--- src/rtl/pipe_pkg.sv ---
// Shared constants, stage-action encoding and index-width helper for the pipeline shell.
// Latency: none (declarations only).
// Backpressure: none.
package pipe_pkg;

  localparam int unsigned PIPE_STAGES = 5;
  localparam int unsigned PIPE_WIDTH  = 32;
  localparam int unsigned PIPE_CNT_W  = 32;

  // What a stage register does at the next edge.
  typedef enum logic [1:0] {
    ST_ADVANCE,
    ST_FREEZE,
    ST_BUBBLE,
    ST_KILL
  } stage_act_e;

  // Width of a stage index; never below 1 bit.
  function automatic int idx_w(input int n);
    return (n <= 2) ? 1 : $clog2(n);
  endfunction

endpackage

--- src/rtl/pipe_shell_if.sv ---
// Bundle of the pipeline shell control, payload and observation signals.
// Latency: none (wiring only).
// Backpressure: in_ready is dropped by hold unless a flush is also requested.
interface pipe_shell_if
  import pipe_pkg::*;
#(
  parameter int STAGES = PIPE_STAGES,
  parameter int WIDTH  = PIPE_WIDTH,
  parameter int CNT_W  = PIPE_CNT_W
) ();

  localparam int IW = idx_w(STAGES);
  localparam int OW = $clog2(STAGES + 1);

  logic                    in_valid;
  logic [WIDTH-1:0]        in_data;
  logic                    in_ready;
  logic                    hold;
  logic [IW-1:0]           hold_stage;
  logic                    flush;
  logic [IW-1:0]           flush_stage;
  logic                    out_valid;
  logic [WIDTH-1:0]        out_data;
  logic [STAGES-1:0]       stage_valid;
  logic [STAGES*WIDTH-1:0] stage_data;
  logic [OW-1:0]           occupancy;
  logic [CNT_W-1:0]        retire_cnt;
  logic [CNT_W-1:0]        bubble_cnt;
  logic [CNT_W-1:0]        kill_cnt;

  // Pipeline side.
  modport slave (
    input  in_valid, in_data, hold, hold_stage, flush, flush_stage,
    output in_ready, out_valid, out_data, stage_valid, stage_data,
           occupancy, retire_cnt, bubble_cnt, kill_cnt
  );

  // Controller / source side.
  modport master (
    output in_valid, in_data, hold, hold_stage, flush, flush_stage,
    input  in_ready, out_valid, out_data, stage_valid, stage_data,
           occupancy, retire_cnt, bubble_cnt, kill_cnt
  );

endinterface

--- src/rtl/pipe_stage_reg.sv ---
// One pipeline stage: valid bit plus payload, updated according to an action code.
// Latency: 1 cycle from upstream inputs to registered outputs.
// Backpressure: none inside; freeze is expressed through act_i.
module pipe_stage_reg
  import pipe_pkg::*;
#(
  parameter int WIDTH = PIPE_WIDTH
) (
  input  logic             clk,
  input  logic             rst,
  input  stage_act_e       act_i,
  input  logic             vld_i,
  input  logic [WIDTH-1:0] dat_i,
  output logic             vld_o,
  output logic [WIDTH-1:0] dat_o
);

  logic             vld_q, vld_d;
  logic [WIDTH-1:0] dat_q, dat_d;

  // Next state: load upstream, keep, or clear to an empty slot.
  always_comb begin
    vld_d = vld_q;
    dat_d = dat_q;
    case (act_i)
      ST_ADVANCE: begin
        vld_d = vld_i;
        dat_d = dat_i;
      end
      ST_FREEZE: begin
        vld_d = vld_q;
        dat_d = dat_q;
      end
      ST_BUBBLE, ST_KILL: begin
        vld_d = 1'b0;
        dat_d = '0;
      end
      default: begin
        vld_d = vld_q;
        dat_d = dat_q;
      end
    endcase
  end

  // Stage register; reset empties the slot immediately.
  always_ff @(posedge clk or negedge rst) begin
    if (!rst) begin
      vld_q <= 1'b0;
      dat_q <= '0;
    end else begin
      vld_q <= vld_d;
      dat_q <= dat_d;
    end
  end

  assign vld_o = vld_q;
  assign dat_o = dat_q;

endmodule

--- src/rtl/pipe_shell.sv ---
// In-order N-stage pipeline shell with freeze, bubble, younger-stage flush and event counters.
// Latency: STAGES cycles from accept to out_valid; one beat per cycle when unimpeded.
// Backpressure: hold stalls the input (in_ready=0) unless flush discards the beat instead.
module pipe_shell
  import pipe_pkg::*;
#(
  parameter int STAGES = PIPE_STAGES,
  parameter int WIDTH  = PIPE_WIDTH,
  parameter int CNT_W  = PIPE_CNT_W
) (
  input  logic          clk,
  input  logic          rst,
  pipe_shell_if.slave   bus
);

  localparam int IW = idx_w(STAGES);
  localparam int OW = $clog2(STAGES + 1);

  logic [IW-1:0]     hs_c;
  logic [IW-1:0]     fs_c;
  stage_act_e        act [STAGES];
  logic [STAGES-1:0] vld;
  logic [WIDTH-1:0]  dat [STAGES];
  logic              in_vld;
  logic [WIDTH-1:0]  in_dat;

  logic [CNT_W-1:0]  retire_q, retire_d;
  logic [CNT_W-1:0]  bubble_q, bubble_d;
  logic [CNT_W-1:0]  kill_q, kill_d;
  logic [CNT_W-1:0]  kill_inc;
  logic              retire_ev;
  logic              bubble_ev;
  logic [OW-1:0]     occ;
  logic [STAGES*WIDTH-1:0] data_flat;

  // Clamp out-of-range stage indices onto the oldest stage.
  always_comb begin
    hs_c = bus.hold_stage;
    fs_c = bus.flush_stage;
    if (int'(bus.hold_stage) >= STAGES) hs_c = IW'(STAGES - 1);
    if (int'(bus.flush_stage) >= STAGES) fs_c = IW'(STAGES - 1);
  end

  // Per-stage action: kill beats freeze, freeze beats bubble, else advance.
  always_comb begin
    for (int i = 0; i < STAGES; i++) begin
      act[i] = ST_ADVANCE;
      if (bus.flush && (i <= int'(fs_c))) begin
        act[i] = ST_KILL;
      end else if (bus.hold && (i <= int'(hs_c))) begin
        act[i] = ST_FREEZE;
      end else if (bus.hold && (i == int'(hs_c) + 1)) begin
        act[i] = ST_BUBBLE;
      end
    end
  end

  // Stage 0 sees a clean zero payload when nothing is offered.
  always_comb begin
    in_vld = bus.in_valid;
    in_dat = bus.in_valid ? bus.in_data : '0;
  end

  genvar g;
  generate
    for (g = 0; g < STAGES; g++) begin : g_stage
      if (g == 0) begin : g_head
        pipe_stage_reg #(.WIDTH(WIDTH)) u_stage (
          .clk   (clk),
          .rst   (rst),
          .act_i (act[g]),
          .vld_i (in_vld),
          .dat_i (in_dat),
          .vld_o (vld[g]),
          .dat_o (dat[g])
        );
      end else begin : g_body
        pipe_stage_reg #(.WIDTH(WIDTH)) u_stage (
          .clk   (clk),
          .rst   (rst),
          .act_i (act[g]),
          .vld_i (vld[g-1]),
          .dat_i (dat[g-1]),
          .vld_o (vld[g]),
          .dat_o (dat[g])
        );
      end
    end
  endgenerate

  // Flatten stage payloads, stage i at [i*WIDTH +: WIDTH].
  always_comb begin
    data_flat = '0;
    for (int i = 0; i < STAGES; i++) begin
      data_flat[i*WIDTH +: WIDTH] = dat[i];
    end
  end

  // Event detection: the oldest entry retires when it leaves without being
  // frozen or killed; a bubble counts whenever one is requested below the top.
  always_comb begin
    retire_ev = vld[STAGES-1] &&
                ((act[STAGES-1] == ST_ADVANCE) || (act[STAGES-1] == ST_BUBBLE));
    bubble_ev = bus.hold && (int'(hs_c) < STAGES - 1);
    kill_inc  = '0;
    for (int i = 0; i < STAGES; i++) begin
      if (vld[i] && (act[i] == ST_KILL)) kill_inc = kill_inc + CNT_W'(1);
    end
  end

  // Counter next state; all wrap naturally.
  always_comb begin
    retire_d = retire_q + (retire_ev ? CNT_W'(1) : CNT_W'(0));
    bubble_d = bubble_q + (bubble_ev ? CNT_W'(1) : CNT_W'(0));
    kill_d   = kill_q + kill_inc;
  end

  // Counter registers.
  always_ff @(posedge clk or negedge rst) begin
    if (!rst) begin
      retire_q <= '0;
      bubble_q <= '0;
      kill_q   <= '0;
    end else begin
      retire_q <= retire_d;
      bubble_q <= bubble_d;
      kill_q   <= kill_d;
    end
  end

  // Occupancy is a plain popcount of the stage valid registers.
  always_comb begin
    occ = '0;
    for (int i = 0; i < STAGES; i++) begin
      occ = occ + OW'(vld[i]);
    end
  end

  assign bus.in_ready    = ~bus.hold | bus.flush;
  assign bus.out_valid   = vld[STAGES-1];
  assign bus.out_data    = dat[STAGES-1];
  assign bus.stage_valid = vld;
  assign bus.stage_data  = data_flat;
  assign bus.occupancy   = occ;
  assign bus.retire_cnt  = retire_q;
  assign bus.bubble_cnt  = bubble_q;
  assign bus.kill_cnt    = kill_q;

endmodule

--- src/flat_wrapper.sv ---
// flat-port wrapper written by rule: the top's interface ports become plain ports
module pipe_shell_flat import pipe_pkg::*;
#(
  parameter int STAGES = PIPE_STAGES,
  parameter int WIDTH  = PIPE_WIDTH,
  parameter int CNT_W  = PIPE_CNT_W
)
  (clk, rst, bus_in_valid, bus_in_data, bus_hold, bus_hold_stage, bus_flush, bus_flush_stage, bus_in_ready, bus_out_valid, bus_out_data, bus_stage_valid, bus_stage_data, bus_occupancy, bus_retire_cnt, bus_bubble_cnt, bus_kill_cnt);
  pipe_shell_if #(.STAGES(STAGES), .WIDTH(WIDTH), .CNT_W(CNT_W)) bus_i ();
  input  logic clk;
  input  logic rst;
  input wire logic [$bits(bus_i.in_valid)-1:0] bus_in_valid;
  input wire logic [$bits(bus_i.in_data)-1:0] bus_in_data;
  input wire logic [$bits(bus_i.hold)-1:0] bus_hold;
  input wire logic [$bits(bus_i.hold_stage)-1:0] bus_hold_stage;
  input wire logic [$bits(bus_i.flush)-1:0] bus_flush;
  input wire logic [$bits(bus_i.flush_stage)-1:0] bus_flush_stage;
  output wire logic [$bits(bus_i.in_ready)-1:0] bus_in_ready;
  output wire logic [$bits(bus_i.out_valid)-1:0] bus_out_valid;
  output wire logic [$bits(bus_i.out_data)-1:0] bus_out_data;
  output wire logic [$bits(bus_i.stage_valid)-1:0] bus_stage_valid;
  output wire logic [$bits(bus_i.stage_data)-1:0] bus_stage_data;
  output wire logic [$bits(bus_i.occupancy)-1:0] bus_occupancy;
  output wire logic [$bits(bus_i.retire_cnt)-1:0] bus_retire_cnt;
  output wire logic [$bits(bus_i.bubble_cnt)-1:0] bus_bubble_cnt;
  output wire logic [$bits(bus_i.kill_cnt)-1:0] bus_kill_cnt;
  assign bus_i.in_valid = bus_in_valid;
  assign bus_i.in_data = bus_in_data;
  assign bus_i.hold = bus_hold;
  assign bus_i.hold_stage = bus_hold_stage;
  assign bus_i.flush = bus_flush;
  assign bus_i.flush_stage = bus_flush_stage;
  assign bus_in_ready = bus_i.in_ready;
  assign bus_out_valid = bus_i.out_valid;
  assign bus_out_data = bus_i.out_data;
  assign bus_stage_valid = bus_i.stage_valid;
  assign bus_stage_data = bus_i.stage_data;
  assign bus_occupancy = bus_i.occupancy;
  assign bus_retire_cnt = bus_i.retire_cnt;
  assign bus_bubble_cnt = bus_i.bubble_cnt;
  assign bus_kill_cnt = bus_i.kill_cnt;
  pipe_shell #(.STAGES(STAGES), .WIDTH(WIDTH), .CNT_W(CNT_W)) u_core (.clk(clk), .rst(rst), .bus(bus_i));
endmodule
--- config.mk ---
export PLATFORM = sky130hd
export DESIGN_NAME = pipe_shell_flat
export DESIGN_NICKNAME = d
export VERILOG_FILES = /design/src/rtl/pipe_pkg.sv /design/src/rtl/pipe_shell_if.sv /design/src/rtl/pipe_stage_reg.sv /design/src/rtl/pipe_shell.sv /design/src/flat_wrapper.sv
export SDC_FILE = /design/constraint.sdc
export NUM_CORES = 1
export LEC_CHECK = 0
export CAP_MARGIN = 25
export CORE_MARGIN = 2
export CORE_UTILIZATION = 48
export CTS_CLUSTER_SIZE = 28
export DETAILED_ROUTE_END_ITERATION = 8
export HOLD_SLACK_MARGIN = 0.03
export PLACE_DENSITY = 0.84
export SETUP_SLACK_MARGIN = 0.2
export SYNTH_ARGS = -nofsm -noshare
export SYNTH_HDL_FRONTEND = slang
export SYNTH_HIERARCHICAL = 1
export SYNTH_SLANG_ARGS = --single-unit
--- constraint.sdc ---
create_clock -name clk -period 4.7 [get_ports clk]
set_input_delay 0.47 -clock clk [delete_from_list [all_inputs] [get_ports clk]]
set_output_delay 0.47 -clock clk [all_outputs]
set_load 0.01 [all_outputs]
Word level (Yosys, flattened, before mapping). Cells that the tools add are included. Widths: inputs -> output; s select.

Register bits: 261. Bits of input ports: 43. Logic and storage cells: 124.

Reduce and logical (&&, ||, !) cells: 32. Add/subtract/negate cells: 12. Bitwise gates (word level): 2. $lt $le $gt $ge: 11. Equal/unequal tests: 19. Multiplexer cells: 35.

Operators with widths (number): $pmux 32 s2 (5); $mux 32 (5); $add 32x1->32 const B (3); $add 32x32->32 (3); $eq 3x32->1 const A (2); $eq 2x32->1 const A (1); $eq 4x32->1 const A (1); $logic_not 32->1 (1); $mux 2 (15); $eq 2x2->1 const B (10); $logic_and 1x1->1 (20); $le 2x3->1 const A (4); $eq 2x1->1 const B (5); $logic_not 2->1 (5); $pmux 1 s2 (5); $reduce_or 2->1 (5); $add 3x1->3 (3); $ge 3x3->1 const B (2); $le 1x3->1 const A (2); $le 3x3->1 const A (2); $mux 3 (2); $add 3x1->4 const B (1); $lt 3x3->1 const B (1); $mux 1 (3); 5 further kinds (5).

Depth between registers and ports, before layout. Gate-level depths: netlist of run 1.

Depth after elaboration: 20. Gate-level depth with buffers: 20. Gate-level depth less buffers: 18.

Modules after synthesis. Netlist of run 1, hierarchy kept.

Modules (own cells, without submodules): pipe_stage_reg (instances 5, seq. area each 825.8 um^2, cells an instance 107, area each 1367.6 um^2); pipe_shell (instances 1, seq. area each 2402.3 um^2, cells an instance 507, area each 5210.0 um^2).

Least setup slack after synthesis of run 1. OpenSTA, ideal clock, no wires.

Kind: input -> register. Start: in bus_flush. End: reg u_core.kill_q[11], in the netlist u_core/bus.kill_cnt[11]. Data required time: 4.572 ns. Setup slack: 0.481 ns. Cell stages on the path: 19. Arrival time: 4.091 ns. Cell sequence: clkbuf_1 > o21ai_0 > nand2_1 > nand2_1 > inv_1 > ha_1 > xor2_1 > inv_1 > ha_1 > mux2_2 > ha_1 > mux2_2 > ha_1 > a21o_1 > and3_1 > o21a_1 > clkbuf_1 > and3_1 > xor2_1.

Cells in the longest elaborated chain, start to end: 13.

Ends and longest elaborated chain: from (decl) (RTL line flat_wrapper.sv:16) `input wire logic [$bits(bus_i.flush)-1:0] bus_flush;`; $mux 2 (RTL line pipe_shell.sv:48) `if (bus.flush && (i <= int'(fs_c))) begin`; $eq 2x2->1 (RTL line pipe_shell.sv:107) `if (vld[i] && (act[i] == ST_KILL)) kill_inc = kill_inc + CNT_W'(1);`; $logic_and 1x1->1 (RTL line pipe_shell.sv:107); $mux 1 (RTL line pipe_shell.sv:107); $add 1x1->2 (RTL line pipe_shell.sv:107); $mux 32 (RTL line pipe_shell.sv:107); $add 32x1->32 (RTL line pipe_shell.sv:107); $mux 32 (RTL line pipe_shell.sv:107); $add 32x1->32 (RTL line pipe_shell.sv:107); $mux 32 (RTL line pipe_shell.sv:107); $add 32x1->32 (RTL line pipe_shell.sv:107); $mux 32 * (RTL line pipe_shell.sv:107); $add 32x32->32 * (RTL line pipe_shell.sv:115) `kill_d = kill_q + kill_inc;`; net u_core.kill_d[11] (RTL line pipe_shell.sv:29) `logic [CNT_W-1:0] kill_q, kill_d;`; to (signal assigned) (RTL line pipe_shell.sv:127) `kill_q <= kill_d;`; to (decl) (RTL line pipe_shell.sv:29).

Mark *: on every way through the listed nets, which the timed path passes. The rest lies on a longest branch. A chain may end at the register's enable or synchronous reset.

Worst setup path in the final report of run 1.
Start: in bus_flush_stage[1]. End: reg u_core.kill_q[9], in the netlist u_core/bus.kill_cnt[9].

Cells in the longest elaborated chain, start to end: 15.

Ends and longest elaborated chain: from (decl) (RTL line flat_wrapper.sv:17) `input wire logic [$bits(bus_i.flush_stage)-1:0] bus_flush_stage;`; $ge 3x3->1 (RTL line pipe_shell.sv:41) `if (int'(bus.flush_stage) >= STAGES) fs_c = IW'(STAGES - 1);`; $mux 3 * (RTL line pipe_shell.sv:41); $le 1x3->1 (RTL line pipe_shell.sv:48); $logic_and 1x1->1 (RTL line pipe_shell.sv:48); $mux 2 (RTL line pipe_shell.sv:48); $eq 2x2->1 (RTL line pipe_shell.sv:107); $logic_and 1x1->1 (RTL line pipe_shell.sv:107); $mux 32 (RTL line pipe_shell.sv:107); $add 32x1->32 (RTL line pipe_shell.sv:107); $mux 32 (RTL line pipe_shell.sv:107); $add 32x1->32 (RTL line pipe_shell.sv:107); $mux 32 (RTL line pipe_shell.sv:107); $add 32x1->32 (RTL line pipe_shell.sv:107); $mux 32 * (RTL line pipe_shell.sv:107); $add 32x32->32 * (RTL line pipe_shell.sv:115); net u_core.kill_d[9] (RTL line pipe_shell.sv:29).

Marks and branches as above.

==> results of run 1 <==
[through the flow]
step | setup WS [ns] | cell area (um2) | util | hold slack [ns]
final | 0.602 | 16200 | 0.664 | 0.433
after global routing | 0.393 | 16200 | 0.664 | 0.427
after CTS | 0.646 | 16200 | 0.662 | 0.404
after detailed placement | 0.119 | 15300 | 0.627 | 0.464
after global placement | 0.196 | 15300 | 0.625 | 0.459
after floorplan | 0.481 | 12000 | - | 0.174
[worst max path at each step]
| stage | start | end | cells past startpoint | slack (ns) |
|---|---|---|---|---|
| 3_5_place_dp | bus_flush_stage[1] | u_core/bus.kill_cnt[9] | 18 | 0.12 |
| 5_1_grt | bus_flush_stage[1] | u_core/bus.kill_cnt[9] | 18 | 0.39 |
| 3_3_place_gp | bus_flush_stage[1] | u_core/bus.kill_cnt[11] | 18 | 0.20 |
| 2_1_floorplan | bus_flush | u_core/bus.kill_cnt[11] | 19 | 0.48 |
| 6_report | bus_flush_stage[1] | u_core/bus.kill_cnt[9] | 18 | 0.60 |
| 4_1_cts | bus_flush_stage[1] | u_core/bus.kill_cnt[9] | 18 | 0.65 |
[cells in the mapped netlist, types with 2 or more instances]
cell and n:
xnor2_1 67, and2_1 37, o21ai_0 5, buf_12 15, and4_1 2, o21a_1 2, buf_4 33, fa_1 3
clkbuf_2 5, a21oi_1 3, a21o_1 2, nand2b_1 2, dfrtp_1 261, mux2_2 3, nand2_1 42, ha_1 14
inv_1 15, nor2_1 191, xor2_1 27, nor4_2 2, clkbuf_1 24, or2_2 3, nand4_1 31, mux2i_1 166
nand3_1 36, nor3_1 4, and3_1 16, nor2_2 3, buf_6 6, nor4_1 2, o31ai_1 2
[power by group]
group	total, mW	switching, mW	leakage [nW]	internal (mW)
Combinational	0.670	0.346	3.78	0.324
Sequential	2.42	0.0918	3.60	2.33
Clock	2.05	0.824	0.418	1.23
[critical path: cells and delay by family]
kind / cells / cell delay [ns]
XOR/XNOR: 2 / 0.37
AO/OA/AOI/OAI: 3 / 0.73
multiplexers: 2 / 0.55
AND/OR/NAND/NOR: 4 / 0.62
adder cells (fa/ha/maj): 4 / 1.18
buffers and inverters: 3 / 0.56
[per-layer routing]
metal	vias to the layer above	global-route usage
li1	4063	-
met1	4406	0.315
met2	292	0.412
met3	54	0.0364
met4	0	0.0833
met5	-	0
[flip-flops by register name, summed over array words and instances, names as in the netlist]
signal                               count
u_core/g_stage.g_body.u_stage/dat_o    128
u_core/g_stage.g_head.u_stage/dat_o     32
u_core/bus.kill_cnt                     32
u_core/g_stage.g_body.u_stage/vld_o      4
u_core/g_stage.g_head.u_stage/vld_o      1
u_core/bus.bubble_cnt                   32
u_core/bus.retire_cnt                   32
[kinds of logic (layout without fill, tap and decap cells)]
family / count (synthesis) / after routing / synth area share
xor gates and xnor gates: 94 / 94 / 0.0683
other: 1 / 2 / 0.000311
muxes: 169 / 169 / 0.141
adders and majority gates: 17 / 17 / 0.0195
AOI/OAI and AO/OA: 19 / 19 / 0.0105
DFF: 261 / 261 / 0.542
and+or+nand+nor: 382 / 382 / 0.153
buffers and inverters: 99 / 419 / 0.0657
[layout make-up]
| class | count | area (um2) | share of cell area |
|---|---|---|---|
| Multi-Input combinational cell | 682 | 4780 | 0.294 |
| Inverter | 15 | 56.3 | 0.00347 |
| Clock buffer | 41 | 811 | 0.0499 |
| Timing Repair Buffer | 360 | 3620 | 0.223 |
| Clock inverter | 3 | 40.0 | 0.00246 |
| Tap cell | 324 | 405 | 0.0250 |
| Sequential cell | 261 | 6530 | 0.402 |
| Antenna cell | 1 | 2.50 | 0.000154 |
==> results_dict.tcl, run 1 <==
set metrics [dict create \
    outcome "finished, final reports clean" \
    worstSkewPairLatency_ns 0.52 \
    post-cts-setup-buffer-count 0 \
    report.final.slew_viol_count 0 \
    fin_setup_tns_ns 0 \
    dpl.hpwl_um 23100 \
    yosysSeqAreaShare 0.542 \
    grt-ovfl-total 0 \
    antenna_left 0 \
    timing.slew.headroom 0.368 \
    crit_path_end_kind "flop" \
    worstMarginPinSlew_ns 0.944 \
    dr_total_vias 8815 \
    avgViaCountPerCell 5.23 \
    worstPathRequired_ns 5.10 \
    drt_wl_total_um 31900 \
    cts_hold_repair.buffers 1 \
    netlist_instances 1042 \
    fin_crit_ns 4.10 \
    syn_avg_cell_area_um2 11.6 \
    startpoint_type "input pin" \
    met1_length_um 13300 \
    crit_type "input pin to flop" \
    cts-htree-levels 1 \
    yosysWarnings 6 \
    cts_root_buffer "clkbuf_16" \
    top_layer_used "met4" \
    synth_edf_count 0 \
    synth_top_flop_cell "dfrtp_1" \
    rsz0062_at_grt "no" \
    ir_worst_vdd_mv 0.219 \
    core_um2 24500 \
    setup_viol 0 \
    grt_max_degree 119 \
    cpMostUsedCell "ha_1" \
    dp.cells 1638 \
    track_usage 0.241 \
    cts-resized-gates 0 \
    crit_slowest_cell "clkdlybuf4s50_1" \
    grt_pass1_wl_um 50300 \
    final_cells 1687 \
    synth_top_area_frac 0.542 \
    period_share 0.872 \
    r2r-start "u_core/g_stage[0].g_head.u_stage/vld_o" \
    path_max_fanout 10 \
    die_area_um2 26400 \
    cts_sinks 261 \
    holdPathStages 3 \
    slowest_delay_ns 0.45 \
    die_w_um 162 \
    wl_per_cell_um 18.9 \
    first_global_vias 8952 \
    final_common_cell "clkdlybuf4s50_1" \
    reg2reg_slack_ns 0.82 \
    final_net_count 1408 \
    r2r-end "u_core/bus.kill_cnt[9]" \
    synthesis.area_um2 12000 \
    hold_viol 0 \
    cp_cell_sequence "clkdlybuf4s50_1, o21ai_0, nand2_1, nand2_1, inv_1, ha_1, xor2_1, inv_1, ha_1, mux2_2, ha_1, mux2_2, ha_1, a21o_1, and3_1, o21a_1, and3_1, xor2_1" \
    synth_cell_types 49 \
    cellPowerDensity_nw_per_um2 317 \
    io_buffers 340 \
    p_leak_nw 7.79 \
    arrival_ns 4.50 \
    synth.area.top_cells "dfrtp_1, mux2i_1, nor2_1, xnor2_1, buf_12" \
    fp.dieH_um 162 \
    antenna_found_initial 2 \
    drc 0 \
    fin_skew_ns 0.00805 \
    clock_path_buffers 3 \
    wl_met2_um 15900 \
    nFillCells 1818 \
    area_growth_pct 34.9 \
    max_freq_mhz 244 \
    hold_class "input pin to flop" \
    yosys_register_bits 261 \
    wl_met3_um 1740 \
    globalplace.congestion 0.872 \
    layout-drive-gt1-share 0.0602 \
    rr_worst_depth 14 \
    first_pass_iters 5 \
    tritoncts.num_buffers 28 \
    cap_violations 0 \
    hp-start "bus_flush" \
    drtIter0Drc 446 \
    hold_end "u_core/g_stage[0].g_head.u_stage/dat_o[22]" \
    cts_tree "built" \
    final_cell_mix "clkdlybuf4s50_1, dfrtp_1, nor2_1" \
    synth_nets 1102 \
    std_cell_rows 57 \
    pin_count 341 \
    clk_pin_slew_ns 0.06 \
    ys_async_sr_fraction 1.00 \
    initial_core_util 0.493 \
    power.total_mw 5.15 \
    synth.largest_area_cell "dfrtp_1" \
]
Power figures use the tool's default switching activity.
==> run 2, diff against run 1 <==
CORE_UTILIZATION = 25   (was 48)
PLACE_DENSITY = 0.51   (was 0.84)
==> run 2 against run 1 <==
Count of clock-buffer cells in the layout rose by 7. Flip-flop and latch count unchanged. Combinational power grew 0.7%. Sequential power hardly changed. Die area increased by 89%. Non-clock buffer count is the same. Worst hold slack better by 0.041 ns. Highest routed layer is now met5. Global-route usage shrank 9.4 points. Critical path depth grew 1.
==> results_dict.tcl, run 2 (synthesis results as in run 1) <==
set metrics [dict create \
    p_leak_nw 7.91 \
    tritoncts.num_buffers 34 \
    timing.hold.ws_ns 0.474 \
    crit_slowest_cell "clkdlybuf4s50_1" \
    diodes 0 \
    area_growth_pct 39.5 \
    drc 0 \
    power.switching_fraction 0.256 \
    std_cell_rows 80 \
    initial_core_util 0.253 \
    final_common_cell "clkdlybuf4s50_1" \
    layout-drive-gt1-share 0.0711 \
    hold_class "flop to flop" \
    drt_wl_total_um 37000 \
    period_share 0.864 \
    first_global_vias 8767 \
    cts-htree-levels 2 \
    cts_root_buffer "clkbuf_16" \
    max_freq_mhz 246 \
    fin_skew_ns 0.0134 \
    worst_slack_ns 0.641 \
    p_sw_mw 1.45 \
    p_clk_frac 0.454 \
    die_area_um2 50000 \
    crit_type "input pin to flop" \
    pin_count 341 \
    grt-ovfl-total 0 \
    fp.dieH_um 224 \
    startpoint_type "input pin" \
    dr_total_vias 8683 \
    path_delay_family "adder cells" \
    worstPathRequired_ns 5.11 \
    worstMarginPinSlew_ns 1.00 \
    core_um2 47600 \
    arrival_ns 4.47 \
    cap_violations 0 \
    clock_path_buffers 3 \
    grt_max_degree 80 \
    path_buf_inv 4 \
    cts-resized-gates 0 \
    ir_worst_vdd_mv 0.215 \
    final_net_count 1414 \
    final_cell_mix "clkdlybuf4s50_1, dfrtp_1, nor2_1" \
    wl_per_cell_um 18.6 \
    fin_crit_ns 4.06 \
    avgViaCountPerCell 4.36 \
    crit_path_end_kind "flop" \
    power_frac_seq 0.427 \
    pwr-share-comb 0.119 \
    nFillCells 4748 \
    outcome "finished, final reports clean" \
    slowest_delay_ns 0.44 \
    p_int_mw 4.22 \
    cts_sinks 261 \
    largest_reg_flops 128 \
    rsz0062_at_grt "no" \
    cpMostUsedCell "ha_1" \
    grt_pass1_wl_um 56200 \
    cp_cell_sequence "clkdlybuf4s50_1, o21ai_0, nand2_1, nand2_1, inv_1, ha_1, xor2_1, inv_1, ha_1, mux2_2, ha_1, mux2_2, ha_1, a21o_1, and3_1, o21a_1, buf_4, nand4_1, xnor2_1" \
    globalplace.congestion 0.794 \
    hold_viol 0 \
    clk_pin_slew_ns 0.06 \
    track_usage 0.147 \
    die_w_um 224 \
    path_max_fanout 7 \
    timing.slew.headroom 0.330 \
    cts_tree "built" \
    io_buffers 340 \
    cellPowerDensity_nw_per_um2 338 \
    dpl.hpwl_um 26700 \
    fin_setup_tns_ns 0 \
    setup_viol 0 \
    antenna_left 0 \
    drtIter0Drc 350 \
    place_ws_ns 0.128 \
    worstSkewPairLatency_ns 0.53 \
    first_pass_iters 5 \
    report.final.slew_viol_count 0 \
    antenna_found_initial 2 \
]
[run 2: metal layers]
| layer | track usage | up-vias | part of all wire |
|---|---|---|---|
| li1 | - | 4091 | - |
| met1 | 0.190 | 4317 | 0.44 |
| met2 | 0.242 | 214 | 0.49 |
| met3 | 0.0350 | 57 | 0.050 |
| met4 | 0.0434 | 4 | 0.023 |
| met5 | 0 | - | 0.00065 |
[run 2: stage by stage]
step / power [mW] / cell area (um2) / utilization / std cells
floorplan: 2.81 / 12000 / - / 1042
global placement: 3.15 / 15700 / 0.329 / 1932
detailed placement: 3.15 / 15700 / 0.329 / 1932
CTS: 5.81 / 16800 / 0.353 / 1993
global route: 5.95 / 16800 / 0.353 / 1993
finish: 5.68 / 16800 / 0.353 / 1993
[run 2: cell type report]
class                   count  area [um2]  share of cell area
inverters                  15        56.3             0.00335
repair buffers            360        3570               0.212
clock inverters            12         110             0.00655
clock buffers              48         987              0.0587
flip-flops and latches    261        6530               0.389
well taps                 615         769              0.0458
multi-input cells         682        4780               0.285
[run 2: worst paths after layout]
path                       slack [ns]                                         end                                   start  cells past startpoint
hold reg to reg                  0.47                   u_core/bus.bubble_cnt[31]               u_core/bus.bubble_cnt[31]                      1
setup reg to reg                 0.84                     u_core/bus.kill_cnt[29]  u_core/g_stage[0].g_head.u_stage/vld_o                     15
hold / removal                   0.47                   u_core/bus.bubble_cnt[31]               u_core/bus.bubble_cnt[31]                      1
min in group asynchronous        0.52                   u_core/bus.bubble_cnt[23]                                     rst                      2
max in group asynchronous        3.10  u_core/g_stage[1].g_body.u_stage/dat_o[28]                                     rst                      3
setup / recovery                 0.64                     u_core/bus.kill_cnt[29]                      bus_flush_stage[1]                     19
[run 2: power by group through the flow]
stage | clock network (mW) | logic, mW | registers (mW)
2_1_floorplan | 0 | 0.324 | 2.48
3_3_place_gp | 0 | 0.682 | 2.47
3_5_place_dp | 0 | 0.690 | 2.46
4_1_cts | 2.69 | 0.693 | 2.42
5_1_grt | 2.77 | 0.742 | 2.44
6_report | 2.58 | 0.675 | 2.42
[run 2: worst reg2reg max path, stage by stage, from the launching register on]
cell,delay [ns]
dfrtp_1,0.44
and2_1,0.21
ha_1,0.35
xor2_1,0.22
inv_1,0.07
ha_1,0.28
mux2_2,0.30
ha_1,0.31
mux2_2,0.26
ha_1,0.28
a21o_1,0.13
and3_1,0.18
o21a_1,0.28
buf_4,0.19
nand4_1,0.10
xnor2_1,0.16
[run 2: timing repair]
item / CTS / global route
endpoints found under the setup margin: 0 / 0
hold buffers: 1 / 0
setup buffers: 0 / 0
endpoints found under the hold margin: 75 / 0
